### src/rtl/countdown_timer_bcd.sv
// BCD countdown timer with prescaled decrement, pause/resume, expiry flag and 7-segment decode.
// Optional macro COUNTDOWN_AUTO_RELOAD_EN: on reaching zero, restart from the last loaded value.
module countdown_timer_bcd #(
   parameter int                  DIGITS    = 2,
   parameter int                  TICK_DIV  = 50000000,
   parameter logic [4*DIGITS-1:0] START_BCD = 8'h60
) (
   input  logic                  clk,
   input  logic                  reset,
   input  logic                  load,
   input  logic [4*DIGITS-1:0]   load_val,
   input  logic                  start,
   input  logic                  pause,
   output logic [4*DIGITS-1:0]   bcd_out,
   output logic [7*DIGITS-1:0]   seg_out,
   output logic                  running,
   output logic                  expired,
   output logic                  tick,
   output logic                  expire_pulse
);

   localparam int PW = (TICK_DIV > 1) ? $clog2(TICK_DIV) : 1;
   localparam logic [PW-1:0] PRESC_MAX = PW'(TICK_DIV - 1);

`ifdef COUNTDOWN_AUTO_RELOAD_EN
   localparam bit AUTO_RELOAD = 1'b1;
`else
   localparam bit AUTO_RELOAD = 1'b0;
`endif

   typedef enum logic [1:0] {ST_IDLE, ST_RUN, ST_PAUSED, ST_EXPIRED} state_t;

   state_t                state_q, state_d;
   logic [PW-1:0]         presc_q, presc_d;
   logic [4*DIGITS-1:0]   bcd_q, bcd_d;
   logic [4*DIGITS-1:0]   reload_q, reload_d;
   logic                  tick_q, tick_d;
   logic                  exp_pulse_q, exp_pulse_d;
   logic                  running_q, running_d;
   logic                  expired_q, expired_d;

   logic [4*DIGITS-1:0]   load_clamped;
   logic [4*DIGITS-1:0]   bcd_dec;
   logic [DIGITS-1:0]     borrow;
   logic                  is_zero;
   logic                  dec_zero;

   assign borrow[0] = 1'b1;

   genvar gi;
   generate
      for (gi = 0; gi < DIGITS; gi++) begin : g_digit
         logic [3:0] ld_digit;
         logic [3:0] cur_digit;
         logic [6:0] seg;

         assign ld_digit  = load_val[4*gi +: 4];
         assign cur_digit = bcd_q[4*gi +: 4];
         assign load_clamped[4*gi +: 4] = (ld_digit > 4'd9) ? 4'd9 : ld_digit;

         // Ripple borrow: a zero digit wraps to 9 and passes the borrow upward.
         assign bcd_dec[4*gi +: 4] = !borrow[gi]         ? cur_digit :
                                     (cur_digit == 4'd0) ? 4'd9      : cur_digit - 4'd1;
         if (gi < DIGITS - 1) begin : g_borrow
            assign borrow[gi+1] = borrow[gi] & (cur_digit == 4'd0);
         end

         always_comb begin
            seg = 7'b1111111;
            case (cur_digit)
               4'd0:    seg = 7'b1000000;
               4'd1:    seg = 7'b1111001;
               4'd2:    seg = 7'b0100100;
               4'd3:    seg = 7'b0110000;
               4'd4:    seg = 7'b0011001;
               4'd5:    seg = 7'b0010010;
               4'd6:    seg = 7'b0000010;
               4'd7:    seg = 7'b1111000;
               4'd8:    seg = 7'b0000000;
               4'd9:    seg = 7'b0010000;
               default: seg = 7'b1111111;
            endcase
         end
         assign seg_out[7*gi +: 7] = seg;
      end
   endgenerate

   assign is_zero  = (bcd_q == '0);
   assign dec_zero = (bcd_dec == '0);

   always_ff @(posedge clk) begin
      if (reset) begin
         state_q     <= ST_IDLE;
         presc_q     <= '0;
         bcd_q       <= START_BCD;
         reload_q    <= START_BCD;
         tick_q      <= 1'b0;
         exp_pulse_q <= 1'b0;
         running_q   <= 1'b0;
         expired_q   <= 1'b0;
      end else begin
         state_q     <= state_d;
         presc_q     <= presc_d;
         bcd_q       <= bcd_d;
         reload_q    <= reload_d;
         tick_q      <= tick_d;
         exp_pulse_q <= exp_pulse_d;
         running_q   <= running_d;
         expired_q   <= expired_d;
      end
   end

   always_comb begin
      state_d     = state_q;
      presc_d     = presc_q;
      bcd_d       = bcd_q;
      reload_d    = reload_q;
      tick_d      = 1'b0;
      exp_pulse_d = 1'b0;
      if (load) begin
         bcd_d    = load_clamped;
         reload_d = load_clamped;
         presc_d  = '0;
         state_d  = ST_IDLE;
      end else begin
         case (state_q)
            ST_IDLE, ST_PAUSED: begin
               // Prescaler is left untouched so a resume finishes the interrupted period.
               if (start && !is_zero) state_d = ST_RUN;
            end
            ST_RUN: begin
               if (pause) begin
                  state_d = ST_PAUSED;
               end else if (presc_q == PRESC_MAX) begin
                  presc_d = '0;
                  tick_d  = 1'b1;
                  if (AUTO_RELOAD && is_zero) begin
                     bcd_d = reload_q;
                  end else begin
                     bcd_d = bcd_dec;
                     if (dec_zero) begin
                        exp_pulse_d = 1'b1;
                        if (!AUTO_RELOAD || reload_q == '0) state_d = ST_EXPIRED;
                     end
                  end
               end else begin
                  presc_d = presc_q + PW'(1);
               end
            end
            ST_EXPIRED: presc_d = '0;
            default:    state_d = ST_IDLE;
         endcase
      end
      running_d = (state_d == ST_RUN);
      expired_d = (state_d == ST_EXPIRED);
   end

   assign bcd_out      = bcd_q;
   assign running      = running_q;
   assign expired      = expired_q;
   assign tick         = tick_q;
   assign expire_pulse = exp_pulse_q;

endmodule
### config.mk
export PLATFORM = sky130hd
export DESIGN_NAME = countdown_timer_bcd
export DESIGN_NICKNAME = d
export VERILOG_FILES = /design/src/rtl/countdown_timer_bcd.sv
export SDC_FILE = /design/constraint.sdc
export NUM_CORES = 1
export LEC_CHECK = 0
export ABC_CLOCK_PERIOD_IN_PS = 3400
export CORE_MARGIN = 1
export CORE_UTILIZATION = 30
export DETAILED_ROUTE_END_ITERATION = 8
export PLACE_DENSITY = 0.61
export SYNTH_ARGS = -nofsm -noshare
export SYNTH_HDL_FRONTEND = slang
export SYNTH_SLANG_ARGS = --single-unit
### constraint.sdc
create_clock -name clk -period 3.4 [get_ports clk]
set_input_delay 0.68 -clock clk [delete_from_list [all_inputs] [get_ports clk]]
set_output_delay 0.68 -clock clk [all_outputs]
set_load 0.1 [all_outputs]
==> run metrics <==
status=completed; share of layout cells above drive strength 1=a little under an eighth; die width=100.0 µm; Initial Util=31.04%; final setup violation count=0; CP Capture Type=flip-flop; Area Overhead vs Synth=22.06%; Multi-input gate area=roughly 1600 µm²; Cell Int Power=0.001002 W; fill count=959; Crit path largest cell delay=0.58 ns; ys async rst share=0%; die area=10000 µm²; Reg power frac=44.1%; ANT nets after route=0; Synth area leaders=dfxtp_1 38%, nor2_1 5.7%, ha_1 4.8%; Gate Count Post-Synth=331; Hold Buf Count CTS=0; Synth Net Count=355; clock share of power=between 20% and 30%; #FFs+latches synth=54; Synth area leader=dfxtp_1; number of synthesized flops with an enable pin=0; TritonRoute pass-1 iters=4; Yosys cell types=64; Die H=around 100 µm; Ant. Diodes=0; CTS tree=built; minimum clock period=2.954 ns; global placement routability congestion=0.8065; worst hold margin=0.5216 ns; Seq. cell area=~1100 µm²; Slew HR=34.54%; critical path arrival=about 3.2 ns; syn avg cell area=8.705 µm²; register area share after synthesis=37.52%; post-route cell area=3517 µm²; CP Class=in2reg; unrepaired setup endpoints after global routing=false; Gates resized, CTS repair=0; Static Leakage=1.306 nW; Max clock buf depth=2; PortBufs=38; Max Fclk=0.3385 GHz; Area after DPL=3407 µm²; clk sinks=54; CP required=about 3.6 ns; Pwr Density=440.7 nW/µm²; postcts setup bufs=0; Synth warnings=0; maximum fanout along the worst path=14; clk_skew=approximately 0.0094 ns; WL final=6.533 mm; Synth top area share=37.52%; synthesized cell area=2882 µm²; # Max-Cap Violations=0; most numerous cell in the Yosys netlist=dfxtp_1; worst-skew pair later-pin latency=0.31 ns; worst-margin pin slew=0.9789 ns; CP Cell Sequence=clkdlybuf4s50_1, and4bb_1, nand4_1, buf_4, o41a_1, or4_1, nor3b_1, a311oi_2; Tcrit/Tclk final=~87%; num rows=35; PnR Total Power=about 0.0016 W; via count of the first global-routing pass=2318; Worst-path clk slew=0.10 ns; HP Class=reg2reg; initial antenna violation count=0; Overflow after GRT=0; H-tree lvl count=2; Root Driver=clkbuf_8; WL per Instance=13.01 µm; post-layout util=37.88%; Vias=2473; Comb pwr share=28.0%; switching share of power=35.34%; R2R cell count=9; Peak VDD IR=0.2777 mV; # nets final=396; synth cell count leaders=54 x dfxtp_1, 44 x nor2_1, 18 x nand2_1; first-pass GRT wire length=10.97 mm; GRT Total Usage=13.63%; Final Hold Vio Count=0; DRC=0; Num CTS Buffers=5; Worst path slowest cell=or4_1; Sw Pwr=0.0005478 W; DR vias/cell=4.926; core area=9284 µm²; setup_tns=0 ns; Hold Path Stages=2; max-slew violations=0; Ports=39; Synth Flop Type=dfxtp_1; dpl hpwl=4.934 mm; Iter 0 DRT Violations=slightly above 90; largest net degree at the start of global routing=21; Critical Path Source Type=primary input
cell usage in the layout (no fill, tap or decap), types with 3 or more instances in the layout:
cell type        instances
dfxtp_1                 54
nor2_1                  44
clkdlybuf4s50_1         30
nand2_1                 18
buf_4                   18
inv_1                   16
nand3_1                 15
a21oi_1                 14
nand4_1                 13
nor3_1                  12
xor2_1                  12
ha_1                    11
o21ai_0                 10
xnor2_1                  9
and3_1                   5
a22oi_1                  5
clkbuf_8                 5
or4_1                    4
nand2b_1                 4
mux2i_1                  4
a31oi_1                  4
inv_2                    3
a2bb2oi_1                3
nor4b_1                  3
o31ai_1                  3
nor4_1                   3
o21ai_1                  3
stage by stage:
stage / cells / worst slack (ns)
3_5_place_dp: 494 / 0.1442
6_report: 502 / 0.4456
4_1_cts: 502 / 0.4529
3_3_place_gp: 494 / 0.1679
2_1_floorplan: 331 / 0.4059
5_1_grt: 502 / 0.2941
sequential cells by signal, indices dropped and copies added, names as in the netlist:
register      count
state_q           2
tick              1
expired           1
running           1
presc_q          26
bcd_out           8
expire_pulse      1
g_digit.seg      14
critical path: cells and delay by family:
kind / cells / cell delay (ns)
AOI/OAI and AO/OA: 2 / 0.60
buffers and inverters: 2 / 0.66
and+or+nand+nor: 4 / 1.23
layout make-up:
class	instances	area share, %
clock inverter	2	1.067
timing repair buffer	48	12.38
tap	129	4.589
sequential	54	30.74
inverter	21	2.312
clock buffer	6	2.063
multi-input combinational	242	46.85
power by group through the flow:
stage / clock network [W] / registers [W] / logic (W)
6_report: 0.000432 / 0.000683 / 0.000435
5_1_grt: 0.000476 / 0.000689 / 0.000455
4_1_cts: 0.000448 / 0.000684 / 0.000437
3_5_place_dp: 0 / 0.000699 / 0.000436
3_3_place_gp: 0 / 0.000699 / 0.000433
2_1_floorplan: 0 / 0.000915 / 0.000114
cell families after synthesis:
family / count (synthesis) / synth area share [%]
compound gates: 62 / 16.63
xor+xnor: 21 / 6.383
buf+inv: 35 / 5.297
simple gates: 143 / 27.62
fa+ha+maj: 11 / 4.776
flops: 54 / 37.52
mux: 5 / 1.780
final timing paths:
kind                                  from           endpoint  slack (ns)
worst max-delay path                 pause  g_digit[0].seg[5]        0.45
worst min-delay path            presc_q[5]         presc_q[5]        0.52
worst max register to register  bcd_out[0]  g_digit[1].seg[4]        0.65
worst min register to register  presc_q[5]         presc_q[5]        0.52
per-layer routing:
| layer | up-vias | global-route usage (%) | wire length (µm) | share of wire (%) |
|---|---|---|---|---|
| met1 | 1155 | 17.70 | 3207 | 49 |
| met5 | - | 0 | 0 | 0 |
| met4 | 0 | 4.459 | 100 | 1.5 |
| met3 | 8 | 2.646 | 180 | 2.8 |
| li1 | 1272 | - | - | - |
| met2 | 38 | 22.76 | 3045 | 47 |
Power figures use the tool's default switching activity.
